File: src/rtl/parity_arbiter_pkg.sv
// Shared types and helpers for the round-robin parity arbiter.
// Word width, FSM state encoding and the round-robin pick function.
package parity_arbiter_pkg;

    localparam int WORD_W  = 16;
    localparam int MAX_REQ = 8;

    typedef enum logic [1:0] {
        IDLE   = 2'd0,
        STREAM = 2'd1,
        DRAIN  = 2'd2,
        RESULT = 2'd3
    } parity_arb_state_t;

    // First requester at or after ptr with valid set, wrapping modulo n.
    function automatic logic [2:0] rr_next(
        input logic [2:0]         ptr,
        input logic [MAX_REQ-1:0] valid,
        input int                 n
    );
        logic [2:0] pick;
        logic [2:0] idx;
        logic       found;
        pick  = ptr;
        found = 1'b0;
        for (int i = 0; i < MAX_REQ; i++) begin
            idx = 3'((int'(ptr) + i) % n);
            if (!found && (i < n) && valid[idx]) begin
                pick  = idx;
                found = 1'b1;
            end
        end
        return pick;
    endfunction

endpackage

File: src/rtl/parity_arbiter_tree.sv
// Purely combinational 16-input XOR reduction shared by all requesters.
// One instance lives in the arbiter, fed by the granted requester's word.
module parity16_tree
    import parity_arbiter_pkg::*;
(
    input  logic [WORD_W-1:0] data,
    output logic              parity
);

    assign parity = ^data;

endmodule

File: src/rtl/parity_arbiter.sv
// Round-robin arbiter that streams packets through one shared parity tree.
// Define PARITY_ARBITER_PIPE_EN to register the tree output (adds a DRAIN state).
module parity_arbiter
    import parity_arbiter_pkg::*;
#(
    parameter int N_REQ = 4,
    parameter int CNT_W = 8
) (
    input  logic                       clk,
    input  logic                       rst,
    input  logic [N_REQ-1:0]           req_valid,
    output logic [N_REQ-1:0]           req_ready,
    input  logic [N_REQ*WORD_W-1:0]    req_data,
    input  logic [N_REQ-1:0]           req_last,
    output logic                       res_valid,
    input  logic                       res_ready,
    output logic [$clog2(N_REQ)-1:0]   res_id,
    output logic                       res_parity,
    output logic [CNT_W-1:0]           res_words,
    output logic                       busy
);

    localparam int ID_W = $clog2(N_REQ);
    localparam logic [CNT_W-1:0] CNT_MAX = {CNT_W{1'b1}};

    parity_arb_state_t state_reg, state_next;
    logic [ID_W-1:0]   gnt_reg;
    logic [ID_W-1:0]   ptr_reg;
    logic              acc_reg;
    logic [CNT_W-1:0]  cnt_reg;

    logic [WORD_W-1:0] words [N_REQ];
    logic [WORD_W-1:0] word_sel;
    logic              word_par;
    logic [ID_W-1:0]   grant_idx;
    logic              grant_evt;
    logic              hs;
    logic              last_sel;

    genvar gi;
    generate
        for (gi = 0; gi < N_REQ; gi++) begin : g_req
            assign words[gi]     = req_data[gi*WORD_W +: WORD_W];
            assign req_ready[gi] = (state_reg == STREAM) && (gnt_reg == ID_W'(gi));
        end
    endgenerate

    assign word_sel  = words[gnt_reg];
    assign hs        = (state_reg == STREAM) && req_valid[gnt_reg];
    assign last_sel  = req_last[gnt_reg];
    assign grant_idx = ID_W'(rr_next(3'(ptr_reg), 8'(req_valid), N_REQ));
    assign grant_evt = (state_reg == IDLE) && (|req_valid);

    parity16_tree u_tree (
        .data   (word_sel),
        .parity (word_par)
    );

    always_ff @(posedge clk) begin
        if (rst) begin
            state_reg <= IDLE;
        end else begin
            state_reg <= state_next;
        end
    end

    always_comb begin
        state_next = state_reg;
        case (state_reg)
            IDLE: begin
                if (|req_valid) state_next = STREAM;
            end
            STREAM: begin
                if (hs && last_sel) begin
`ifdef PARITY_ARBITER_PIPE_EN
                    state_next = DRAIN;
`else
                    state_next = RESULT;
`endif
                end
            end
            DRAIN:   state_next = RESULT;
            RESULT: begin
                if (res_ready) state_next = IDLE;
            end
            default: state_next = IDLE;
        endcase
    end

`ifdef PARITY_ARBITER_PIPE_EN
    logic pipe_valid_reg;
    logic pipe_par_reg;
`endif

    always_ff @(posedge clk) begin
        if (rst) begin
            gnt_reg <= '0;
            ptr_reg <= '0;
            acc_reg <= 1'b0;
            cnt_reg <= '0;
`ifdef PARITY_ARBITER_PIPE_EN
            pipe_valid_reg <= 1'b0;
            pipe_par_reg   <= 1'b0;
`endif
        end else begin
`ifdef PARITY_ARBITER_PIPE_EN
            // The last word's parity is folded in during DRAIN.
            pipe_valid_reg <= hs;
            pipe_par_reg   <= word_par;
            if (pipe_valid_reg) acc_reg <= acc_reg ^ pipe_par_reg;
`else
            if (hs) acc_reg <= acc_reg ^ word_par;
`endif
            if (hs && (cnt_reg != CNT_MAX)) cnt_reg <= cnt_reg + 1'b1;
            if ((state_reg == RESULT) && res_ready) begin
                ptr_reg <= (gnt_reg == ID_W'(N_REQ - 1)) ? '0 : gnt_reg + 1'b1;
            end
            if (grant_evt) begin
                gnt_reg <= grant_idx;
                acc_reg <= 1'b0;
                cnt_reg <= '0;
            end
        end
    end

    assign res_valid  = (state_reg == RESULT);
    assign busy       = (state_reg != IDLE);
    assign res_id     = gnt_reg;
    assign res_parity = acc_reg;
    assign res_words  = cnt_reg;

endmodule

File: config.mk
export PLATFORM = sky130hd
export DESIGN_NAME = parity_arbiter
export DESIGN_NICKNAME = d
export VERILOG_FILES = /design/src/rtl/parity_arbiter_pkg.sv /design/src/rtl/parity_arbiter_tree.sv /design/src/rtl/parity_arbiter.sv
export SDC_FILE = /design/constraint.sdc
export NUM_CORES = 1
export LEC_CHECK = 0
export BUFFER_PORTS_ARGS = -buffer_cell sky130_fd_sc_hd__buf_2
export CELL_PAD_IN_SITES_DETAIL_PLACEMENT = 0
export CELL_PAD_IN_SITES_GLOBAL_PLACEMENT = 2
export CORE_MARGIN = 8
export CORE_UTILIZATION = 25
export CTS_CLUSTER_DIAMETER = 40
export DETAILED_ROUTE_END_ITERATION = 10
export GPL_TIMING_DRIVEN = 1
export PLACE_DENSITY_LB_ADDON = 0.1
export SETUP_SLACK_MARGIN = 0.3
export SYNTH_ARGS = -nofsm -noshare
export SYNTH_HDL_FRONTEND = slang
export SYNTH_SLANG_ARGS = --single-unit
File: constraint.sdc
create_clock -name clk -period 4.5 [get_ports clk]
set_clock_uncertainty 0.1 [all_clocks]
set_input_delay 0.675 -clock clk [delete_from_list [all_inputs] [get_ports clk]]
set_output_delay 0.675 -clock clk [all_outputs]
set_load 0.05 [all_outputs]
# == Yosys cells after proc, flatten, opt, wreduce, memory -nomap -nowiden ==
# Cells that the tools add are included.
# word_totals
ff_bits,15
latchBits,0
ramBits,0
romBits,0
input_bits,75
n_memories,0
# op_classes
addsub,5
n_mul,0
div,0
order_cmp,6
eq_ne,10
shifts,0
muxes,26
bitwise_logic,5
n_reduce_logical,25
# op_table
op,n
16-bit binary-select mux with 2-bit select,1
16-bit 2-to-1 mux,2
16-bit XOR reduction,1
2-bit 2-to-1 mux,7
1-bit logical AND,12
3-bit by 4-bit less-than comparator with 1-bit output (second input constant),3
1-bit binary-select mux with 3-bit select,3
1-bit 2-to-1 mux,9
8-bit by 1-bit adder with 8-bit output (second input constant),1
2-bit == test (second input constant),4
8-bit != test (second input constant),1
2-bit one-hot mux with 4 select lines,1
2-bit OR reduction,4
1-bit binary-select mux with 2-bit select,3
2-bit by 1-bit != test with 1-bit output (second input constant),3
2-bit by 1-bit adder with 2-bit output (second input constant),2
2-bit adder (second input constant),2
2-bit by 1-bit == test with 1-bit output (second input constant),2
2-bit logical NOT,2
2-bit by 4-bit less-than comparator with 1-bit output (second input constant),1
4-bit OR reduction,1
1-bit AND (first input constant),3
3-bit >= comparator (second input constant),1
1-bit logical NOT,3
5 further kinds,5

# == Logic depth before layout (Yosys ltp) ==
# depth
depth_word,13
mapped_depth,7
depth_no_buf,7

# == Modules after synthesis ==
# Synthesis repeated with hierarchy kept, for this count alone.
# unflattened
cells_unflattened,142
hier_area_um2,1433.9
# modules_own_cells
module,n_inst,cells_per_inst,area_each_um2
parity_arbiter,1,127,1302.5
parity16_tree,1,15,131.4

# == Worst setup path before layout ==
# No wires, ideal clock.
# synth_timing
kind,reg2reg
start,reg gnt_reg[1] (netlist: res_id[1])
end,reg acc_reg (netlist: res_parity)
setup_time_ns,0.066
arrival_time_ns,2.259
required_ns,4.334
setup_slack_ns,2.075
path_stages_with_launch,8
path_buffers,0
synth_period_minus_slack_ns,2.425
cell_sequence,dfxtp_1 inv_4 mux4_1 xnor2_1 xnor2_1 xnor2_1 or3_1 a21oi_2
# synth_via
elab_chain_len,6
word_cells_on_any_way,9
# synth_lines
element,line,rtl
"start, declared",parity_arbiter.sv:27,logic [ID_W-1:0] gnt_reg;
"start signal, assigned",parity_arbiter.sv:119,gnt_reg <= grant_idx;
2-bit inverter with 3-bit output (not written as such),parity_arbiter.sv:48,assign word_sel = words[gnt_reg];
16-bit binary-select mux with 2-bit select,parity_arbiter.sv:48,
16-bit 2-to-1 mux (not written as such) (2 in series),parity_arbiter.sv:48,
16-bit XOR reduction,parity_arbiter_tree.sv:10,assign parity = ^data;
1-bit bitwise XOR,parity_arbiter.sv:112,if (hs) acc_reg <= acc_reg ^ word_par;
"end signal, assigned",parity_arbiter.sv:112,
"end, declared",parity_arbiter.sv:29,logic acc_reg;
# Parallel ways exist; a longest one is shown, timed or not. The select of a mux whose other input is x is not followed.
# A chain may end at the register's enable or synchronous reset.

# == Worst setup path after layout ==
# layout_timing
start,reg gnt_reg[0] (netlist: res_id[0])
end,out req_ready[2]
# layout_via
elab_chain_len,2
# layout_lines
element,line,rtl
2-bit == test,parity_arbiter.sv:44,assign req_ready[gi] = (state_reg == STREAM) && (gnt_reg == ID_W'(gi));
1-bit logical AND,parity_arbiter.sv:44,
"end, declared",parity_arbiter.sv:12,"output logic [N_REQ-1:0] req_ready,"
# Every way passes these cells.

==> metrics.yaml <==
cp_data_arrival_time_ps: 1580
dpl.hpwl_mm: 3.83
drc_errors: 0
synthTopCellsByCount: "xor2_1 (36), dfxtp_1 (15), nor2_1 (12), ha_1 (8), xnor2_1 (8)"
max_freq_mhz: 424
ys_ff_latch: 15
worstMarginPinSlew_ps: 462
syn-num-nets: 232
placed_area_um2: 2000
die_area_um2: 8550
io_pins: 92
nNetsFinal: 327
cts-root-buf: "clkbuf_8"
syn_area_um2: 1460
synth_top_area_share: 0.216
yosys.cell_types.count: 36
slew_headroom: 0.684
dominantRegCellSynth: "dfxtp_1"
holdBufCountCts: 0
yosysWarnings: 0
drv_slew: 0
numCtsBuffers: 3
grt.total_usage: 0.106
post_cts_buffers: 0
first_global_vias: 1473
syn_avg_cell_area_um2: 9.82
path_clk_slew_ps: 70
cts.sinks: 15
routedWlPerCell_um: 14.3
rsz0062_at_grt: "no"
power_density_nw_per_um2: 294
htreeDepth: 1
grt.overflow.total: 0
antenna_found_initial: 0
seq_area_um2: 300
cp_data_required_time_ps: 3720
clock_path_buffers: 2
ir_drop_mv: 0.151
synthCells: 149
nFillCells: 657
vias: 1379
cp-end-kind: "primary output"
holdCritPathClass: "reg -> reg"
stdcell_area_um2: 2050
firstDrtPassIters: 4
die_h_um: 92.5
period_minus_slack_ps: 2360
min_period_over_period: 0.524
finalPower_uw: 602
io_buffer_count: 91
fin_tns_setup_ps: 0
die_w_um: 92.5
std_cell_rows: 28
routed_wl_mm: 4.55
leakagePower_nw: 1.00
critical_path_class: "reg -> out"
grt_start_max_net_pins: 11
synth_area_leaders: "xor2_1 (22%), dfxtp_1 (21%), mux4_1 (13%)"
drive_gt1_frac: 0.432
yosys.cell_count.top_type: "xor2_1"
cp-start-kind: "register"
synth_edf_count: 0
crit_fanout: 10
diodes: 0
cts-resized-gates: 0
drt_iter0_drc: 37
outcome: "finished, final reports clean"
core_region_area_um2: 5780
multi_input_area_um2: 1130
grt_pass1_wl_mm: 7.29
yosysTopAreaCell: "xor2_1"
async_reset_ff_frac: 0
ant_nets: 0
hold_viol: 0
cts_tree: "done"
largest_reg_flops: 8
yosysSeqAreaShare: 0.205
insertion_delay_ps: 240
finalSetupViolCount: 0
initial_core_util: 0.253
gp_congestion: 0.744
via_per_inst: 4.34
maxCapViolCount: 0
area_growth_pct: 39.9
layer usage:
metal,part of all wire,track usage,up-vias
met1,0.42,0.121,620
li1,-,-,720
met3,0.054,0.0307,2
met5,0,0,-
met4,0.0026,0.0121,0
met2,0.53,0.194,37
through the flow:
step,setup WS [ps],instances,hold WS [ps],util
2_1_floorplan,2080,149,373,-
3_3_place_gp,1900,314,403,0.346
3_5_place_dp,1910,314,398,0.346
4_1_cts,2090,318,408,0.354
5_1_grt,1980,318,432,0.354
6_report,2140,318,407,0.354
kinds of logic after synthesis:
kind of cell             share of synthesized area
AO/OA/AOI/OAI                               0.0770
XOR/XNOR                                     0.263
adder cells (fa/ha/maj)                     0.0684
buffers and inverters                       0.0248
flip-flops                                   0.205
multiplexers                                 0.186
AND/OR/NAND/NOR                              0.175
final timing paths:
path	from	end	slack (ps)	cells after the start
setup / recovery	res_id[0]	req_ready[2]	2140	4
hold / removal	res_parity	res_parity	410	2
hold reg to reg	res_parity	res_parity	410	2
setup reg to reg	res_id[1]	res_parity	2160	7
power breakdown:
part	internal, mW	switching (mW)
Sequential	0.145	0.0166
Clock	0.0613	0.0498
Combinational	0.146	0.183
Total	0.352	0.250
critical path, stage by stage, from the launching register on:
cell and delay, ps:
dfxtp_1 540, inv_2 200, ha_1 230, and2_1 150
buf_2 210
cell usage in the layout (no fill, tap or decap), drive strengths merged, types with 6 or more instances in the layout:
master	count
nor2	12
ha	8
inv	6
buf	91
nand2	6
xnor2	8
dfxtp	15
a21oi	8
mux4	10
xor2	36
cell type report:
type	instances	share of cell area
clock buffers	3	0.0202
clock inverters	1	0.00244
inverters	6	0.0122
multi-input cells	127	0.550
flip-flops and latches	15	0.147
well taps	75	0.0458
repair buffers	91	0.222
No activity file was read; power rests on OpenSTA's default activity.
